==> config.mk <==
export PLATFORM = sky130hd
export DESIGN_NAME = robertson_control
export DESIGN_NICKNAME = d
export VERILOG_FILES = /design/src/rtl/robertson_pkg.sv /design/src/rtl/iter_counter.sv /design/src/rtl/robertson_control.sv
export SDC_FILE = /design/constraint.sdc
export NUM_CORES = 1
export LEC_CHECK = 0
export ABC_AREA = 1
export CORE_AREA = 2 2 39 41
export CTS_CLUSTER_DIAMETER = 100
export DETAILED_ROUTE_END_ITERATION = 8
export DIE_AREA = 0 0 41 43
export PLACE_DENSITY_LB_ADDON = 0.12
export SLEW_MARGIN = 20
export SYNTH_ARGS = -nofsm -noshare
export SYNTH_HDL_FRONTEND = slang
export SYNTH_HIERARCHICAL = 1
export SYNTH_SLANG_ARGS = --single-unit
==> constraint.sdc <==
create_clock -name clk -period 1.5 [get_ports clk]
set_clock_uncertainty 0.1 [all_clocks]
set_input_delay 0.45 -clock clk [delete_from_list [all_inputs] [get_ports clk]]
set_output_delay 0.45 -clock clk [all_outputs]
set_load 0.1 [all_outputs]
==> src/rtl/robertson_pkg.sv <==
// robertson_pkg: state encoding, counter sizing and shift-mode constants shared
// by the Robertson multiplier control, datapath and shift register wrapper.
package robertson_pkg;
    typedef enum logic [2:0] {IDLE, LOAD, TEST, ADD, SHIFT, DONE} state_t;
    localparam logic SHIFT_ARITH = 1'b0;
    localparam logic SHIFT_LOGIC = 1'b1;
    function automatic int cnt_w(input int width);
        return $clog2(width);
    endfunction
endpackage

==> src/rtl/iter_counter.sv <==
// iter_counter: loadable down-counter that saturates at zero.
module iter_counter #(
    parameter int W = 4
) (
    input  logic         clk,
    input  logic         rst_n,
    input  logic         load,
    input  logic         dec,
    input  logic [W-1:0] load_val,
    output logic [W-1:0] count,
    output logic         zero
);
    always_ff @(posedge clk or negedge rst_n) begin
        if (!rst_n) count <= '0;
        else if (load) count <= load_val;
        else if (dec && !zero) count <= count - 1'b1;
    end
    assign zero = (count == '0);
endmodule

==> src/rtl/robertson_control.sv <==
// robertson_control: sequences test/add/shift iterations of a Robertson
// signed/unsigned shift-add multiplier, one iteration per multiplier bit.
module robertson_control
    import robertson_pkg::*;
#(
    parameter int WIDTH = 16
) (
    input  logic clk,
    input  logic rst_n,
    input  logic start,
    input  logic signed_op,
    input  logic q_lsb,
    output logic load_regs,
    output logic add_en,
    output logic sub,
    output logic shift_en,
    output logic shift_mode,
    output logic busy,
    output logic done
);
    localparam int CNT_W = cnt_w(WIDTH);
    state_t state, next;
    logic sgn_q;
    logic zero;
    logic [CNT_W-1:0] count;
    always_ff @(posedge clk or negedge rst_n) begin
        if (!rst_n) begin
            state <= IDLE;
            sgn_q <= 1'b0;
        end else begin
            state <= next;
            if (state == IDLE && start) sgn_q <= signed_op;
        end
    end
    always_comb begin
        next = state;
        case (state)
            IDLE:  next = start ? LOAD : IDLE;
            LOAD:  next = TEST;
            TEST:  next = q_lsb ? ADD : SHIFT;
            ADD:   next = SHIFT;
            SHIFT: next = zero ? DONE : TEST;
            DONE:  next = IDLE;
            default: next = IDLE;
        endcase
        load_regs  = (state == LOAD);
        add_en     = (state == ADD);
        // Final iteration tests the multiplier sign bit, which carries negative weight
        sub        = (state == ADD) && sgn_q && zero;
        shift_en   = (state == SHIFT);
        shift_mode = sgn_q ? SHIFT_ARITH : SHIFT_LOGIC;
        busy       = (state != IDLE);
        done       = (state == DONE);
    end
    iter_counter #(.W(CNT_W)) u_cnt (
        .clk     (clk),
        .rst_n   (rst_n),
        .load    (state == LOAD),
        .dec     (state == SHIFT),
        .load_val(CNT_W'(WIDTH - 1)),
        .count   (count),
        .zero    (zero)
    );
endmodule
== After elaboration in Yosys (flattened, before gate mapping) ==
Index checks and enable logic that the tools add are counted.

* Add/sub/neg operators: 1
* Equality and inequality tests: 5
* Mux-type cells: 7
* Reduce and logical (&&, ||, !) cells: 9

{| class="wikitable"
|+ Operators with widths
! kind !! number
|-
| $pmux W3 S5 || 1
|-
| $mux W4 || 2
|-
| $eq A3 B2 Y1 const B || 2
|-
| $eq A3 B3 Y1 const B || 2
|-
| $mux W3 || 2
|-
| $logic_and A1 B1 Y1 || 4
|-
| $logic_not A4 Y1 || 1
|-
| $sub A4 B1 Y4 const B || 1
|-
| $eq A3 B1 Y1 const B || 1
|-
| $logic_not A3 Y1 || 1
|-
| $reduce_bool A3 Y1 || 1
|-
| $mux W1 || 2
|-
| $reduce_bool A2 Y1 || 1
|-
| $logic_not A1 Y1 || 1
|}

* Register bits after elaboration: 8
* Input bits: 5
* Output and inout port bits: 7
* Word-level logic and storage cells: 25

== Depth between registers and ports, before layout ==
* Depth in word-level cells: 5
* Depth in mapped cells: 9
* Mapped depth without buffers: 9

== Modules after synthesis ==
Netlist, hierarchy kept.

{| class="wikitable"
|+ Modules (own cells, without submodules)
! module !! times used !! cells an instance !! area an instance (µm²) !! sequential area each (µm²)
|-
| iter_counter || 1 || 46 || 295.3 || 100.1
|-
| robertson_control || 1 || 32 || 245.2 || 100.1
|}

== Least setup slack after synthesis ==
No wires, ideal clock.

* Path kind: register to register
* Start point: register state[2]
* End point: register u_cnt.count[3]
* Setup time: 0.117 ns
* Arrival: 3.157 ns
* Required time: 1.283 ns
* Slack: -1.874 ns
* Cell stages (with the launch flop): 7
* Path buffers: 0
* Period minus slack after synthesis: 3.374 ns
* Cells stage by stage: dfrtp_1 -> inv_1 -> nor3_1 -> nand3b_1 -> nand2_1 -> clkinv_1 -> nand2_1

* Cells in the longest elaborated chain, start to end: 3
* Elaborated cells on any way between the ends: 5
* Classes of those cells: eq/ne: 2; mux: 1; reduce/logical: 2

{| class="wikitable"
|+ Ends and longest elaborated chain
! item !! RTL line !! text
|-
| start, declared || robertson_control.sv:22 || <nowiki>state_t state, next;</nowiki>
|-
| start signal, assigned || robertson_control.sv:31 || <nowiki>state <= next;</nowiki>
|-
| $eq A3 B3 Y1 || -- ||
|-
| net shift_en || robertson_control.sv:16 || <nowiki>output logic shift_en,</nowiki>
|-
| $logic_and A1 B1 Y1 || iter_counter.sv:16 || <nowiki>else if (dec && !zero) count <= count - 1'b1;</nowiki>
|-
| $reduce_bool A2 Y1 (no source line) || -- ||
|-
| end signal, assigned || iter_counter.sv:15 || <nowiki>else if (load) count <= load_val;</nowiki>
|-
| end signal, assigned || iter_counter.sv:16 ||
|-
| end, declared || iter_counter.sv:10 || <nowiki>output logic [W-1:0] count,</nowiki>
|}

The timed path passes the listed nets, and every way through them passes these cells.
A chain may end at the register's enable or synchronous reset.

== Final worst setup path ==
* Start point: register u_cnt.count[0]
* End point: output sub

* Cells in the longest elaborated chain, start to end: 2

{| class="wikitable"
|+ Ends and longest elaborated chain
! item !! RTL line !! text
|-
| $logic_not A4 Y1 || iter_counter.sv:18 || <nowiki>assign zero = (count == '0);</nowiki>
|-
| net zero || robertson_control.sv:24 || <nowiki>logic zero;</nowiki>
|-
| $logic_and A1 B1 Y1 || robertson_control.sv:49 || <nowiki>sub = (state == ADD) && sgn_q && zero;</nowiki>
|-
| end, declared || robertson_control.sv:15 || <nowiki>output logic sub,</nowiki>
|}

The timed path passes the listed nets, and every way through them passes these cells.

==> results by stage <==
Run status:
- The run finished, with violations left.
- The final reports fail on setup timing.

Hold path:
- The path class of the tightest hold or removal check is input pin to asynchronous set/reset pin.

Global routing:
- The number of antenna violations at the first check in global routing came to 0.
- The total overflow left after global routing is 0.
- The pin count of the biggest net entering global routing is 9.
- The wire length of the first global-routing pass is 3.04 mm.
- The total global-route track usage is 0.264.
- The via count of the first global-routing pass is 714.

Clock network:
- The clock slew seen by the registers of the worst setup and hold paths is 0.06 ns.
- The CTS tree is built.
- Buffers inserted to repair hold after CTS numbered 0.
- For the worst-skew pair, the clock arrives at the later sink with an insertion delay of 0.26 ns.
- Clock tree synthesis selected as its root buffer the cell clkbuf_4.
- The maximum count of clock buffers along a single path is 2.
- The number of sinks on the clock net is 8.
- The TritonCTS buffer count is 3.
- In this run the number of H-tree levels came out at 1.

Routing:
- Using the TritonRoute via totals, the vias-per-cell ratio works out to 5.01.
- Summed over all layers, the routed wires come to 1.88 mm.
- For this block, the via count after detailed routing is 706.
- The post-detailed-route wirelength per cell is 13.4 um.
- The length of the first detailed-routing pass in iterations is 4.
- The DRC violation count after routing is 0.
- The detailed router finished its first iteration with 13 violations.
- The number of antenna-violating nets in the routed design is 0.

Yosys:
- Synthesis inferred 8 register bits.
- The mapped cell area is 541 um^2.
- The synthesized instance count is 78.
- The fraction of the yosys area taken by sequential cells is 0.370.
- A synthesized cell averages 6.93 um^2.
- The number of distinct library cell variants in the gate-level netlist after synthesis is 19.
- For this run, the number of Yosys warnings is 6.

Setup path:
- The startpoint type of the worst setup path is a flip-flop.
- The startpoint of the lowest-slack register-to-register path is state[2].
- The launching element of the worst setup path is u_cnt/count[0].
- Data arrives at the worst endpoint at 1.42 ns.
- The largest driver fanout on the critical path is 2.
- The endpoint of the worst-slack reg-to-reg timing path is u_cnt/count[3].
- The critical path ends at sub.
- Data on the critical path is required at its endpoint by 0.95 ns.
- The capturing element type of the critical path is a primary output.
- The internal reg-to-reg setup slack is 0.04 ns.
- The critical path is of the flip-flop to primary output type.
- The path depth of the worst reg2reg path is 10.

Final layout:
- Fill cells in the final layout number 89.
- Of the cells placed in the final design, the portion with a size suffix greater than 1 is 0.528.
- The sequential cells in the finished layout cover a total of 204 um^2.
- The total area of multi-input combinational cells is 377 um^2.
- In the final design database the tool counted 132 nets.
- The number of diodes added for antenna fixing is 0.
- The final cell count without fillers is 141.
- The final design area excluding fillers is 0.00111 mm^2.
- At the end of the flow the core is filled with cells to 0.804.
- The area growth from synthesis to layout is 106%.

Placement:
- The count of buffers added on input and output ports is 11.
- The final weighted congestion of routability-driven global placement is 0.703.
- The cell count after placement is 127.
- The wire-length estimate of the detail-placed layout is 1.22 mm.
- The placement-stage cell area is 956 um^2.

Timing:
- The final worst-path setup slack is -0.467 ns.
- The post-route fraction of the period consumed by the critical path is 1.31.
- The final setup TNS is -1.94 ns.
- The achievable clock frequency is 508 MHz.
- The final count of pins violating max slew came to 0.
- Setup repair after global routing could not meet its margin everywhere.
- The count of endpoints failing setup in the final report is 7.
- The final hold violation count is 0.
- After layout, the minimum clock period comes to 1.97 ns.

Floorplan:
- The die outline width is 41 um.
- The number of rows in the core area is 14.
- For this configuration, the core starts out at a cell density of 0.391.
- The standard cell core area is 0.00138 mm^2.
- The die is 43 um tall.
- In this run the count of I/O pins placed on the die edge is 12.
- The die covers 0.00176 mm^2.

Flow run:
- Max-cap violations in this run came to 0.
==> synth_stat cells <==
| cell type | number | area (um^2) |
|---|---|---|
| nor2_4 | 1 | 11.3 |
| nand3_1 | 11 | 55.1 |
| ha_1 | 1 | 12.5 |
| nand3b_1 | 2 | 15.0 |
| clkinv_1 | 1 | 3.75 |
| inv_2 | 2 | 7.51 |
| nand2_2 | 2 | 12.5 |
| nor3_1 | 1 | 5.00 |
| nor3_2 | 1 | 10.0 |
| o21ai_0 | 2 | 10.0 |
| nand2_4 | 1 | 11.3 |
| nand2_1 | 25 | 93.8 |
| nand4_1 | 1 | 6.26 |
| dfrtp_1 | 8 | 200 |
| nand3_2 | 2 | 20.0 |
| nor2_2 | 1 | 6.26 |
| nor2_1 | 4 | 15.0 |
| inv_1 | 11 | 41.3 |
| conb_1 | 1 | 3.75 |
==> metrics by stage <==
stage | hold WS (ns) | setup WS, ns
2_1_floorplan | 0.0544 | -0.706
3_3_place_gp | 0.356 | -0.217
3_5_place_dp | 0.432 | -0.275
4_1_cts | 0.379 | -0.480
5_1_grt | 0.389 | -0.533
6_report | 0.381 | -0.467
==> logic make-up (layout without fill, tap and decap cells) <==
| group | Yosys count | count (layout) | share of synthesized area |
|---|---|---|---|
| adder cells (fa/ha/maj) | 1 | 1 | 0.0231 |
| AND/OR/NAND/NOR | 52 | 52 | 0.484 |
| AO/OA/AOI/OAI | 2 | 2 | 0.0185 |
| buffers and inverters | 14 | 58 | 0.0972 |
| other | 1 | 4 | 0.00694 |
| flip-flops | 8 | 8 | 0.370 |
==> state kept, by name (all words and copies together), names as in the netlist <==
signal / count
sgn_q: 1
u_cnt/count: 4
state: 3
==> cells in the final DEF, fill, tap and decap left out <==
cell type        count
nand2_1             23
buf_4               23
nand3_1             10
buf_12               7
inv_2                6
buf_6                6
dfrtp_1              5
nand2_4              4
clkdlybuf4s50_1      4
conb_1               4
nor2_1               3
inv_1                3
clkbuf_4             3
dfrtp_2              3
inv_4                2
nor3_4               2
nor2_4               2
nand3_4              2
clkinvlp_4           2
nand3b_1             2
o21ai_0              2
nand3_2              1
nand4_1              1
clkbuf_1             1
nor2_2               1
clkinv_1             1
nand2_2              1
ha_4                 1
==> worst max-delay path: stages (launching register included) <==
cell and delay, ns:
dfrtp_1 0.39, inv_2 0.09, ha_4 0.15, nand2_4 0.06
inv_2 0.08, inv_2 0.05, nor3_4 0.14, buf_12 0.20
==> per-layer routing <==
metal / up-vias / track usage / wire, um
met5: - / 0 / 0
met4: 0 / 0.0800 / 20
met3: 4 / 0.0471 / 51
met2: 20 / 0.478 / 1130
met1: 347 / 0.288 / 680
li1: 335 / - / -
==> area by class of cell <==
cell class	instances	area share
sequential	8	0.183
tap	16	0.0180
inverter	14	0.0585
multi-input combinational	59	0.339
clock buffer	4	0.0236
timing repair buffer	40	0.378
==> repair_timing <==
action / in CTS / in global routing
pin swaps: 5 / 3
gates resized for setup: 15 / 2
endpoints found under the hold margin: 0 / 0
gates cloned: 0 / 0
buffers inserted: 7 / 5
endpoints found under the setup margin: 8 / 10
==> worst min-delay path by stage <==
stage               startpoint             end
global placement         sgn_q           sgn_q
finish                   rst_n  u_cnt/count[3]
CTS                      rst_n  u_cnt/count[3]
floorplan                rst_n           sgn_q
global route             rst_n  u_cnt/count[3]
detailed placement       sgn_q           sgn_q
Power is not shown: default switching activity piles up to over one toggle a cycle in this logic, so the estimate is an artifact.
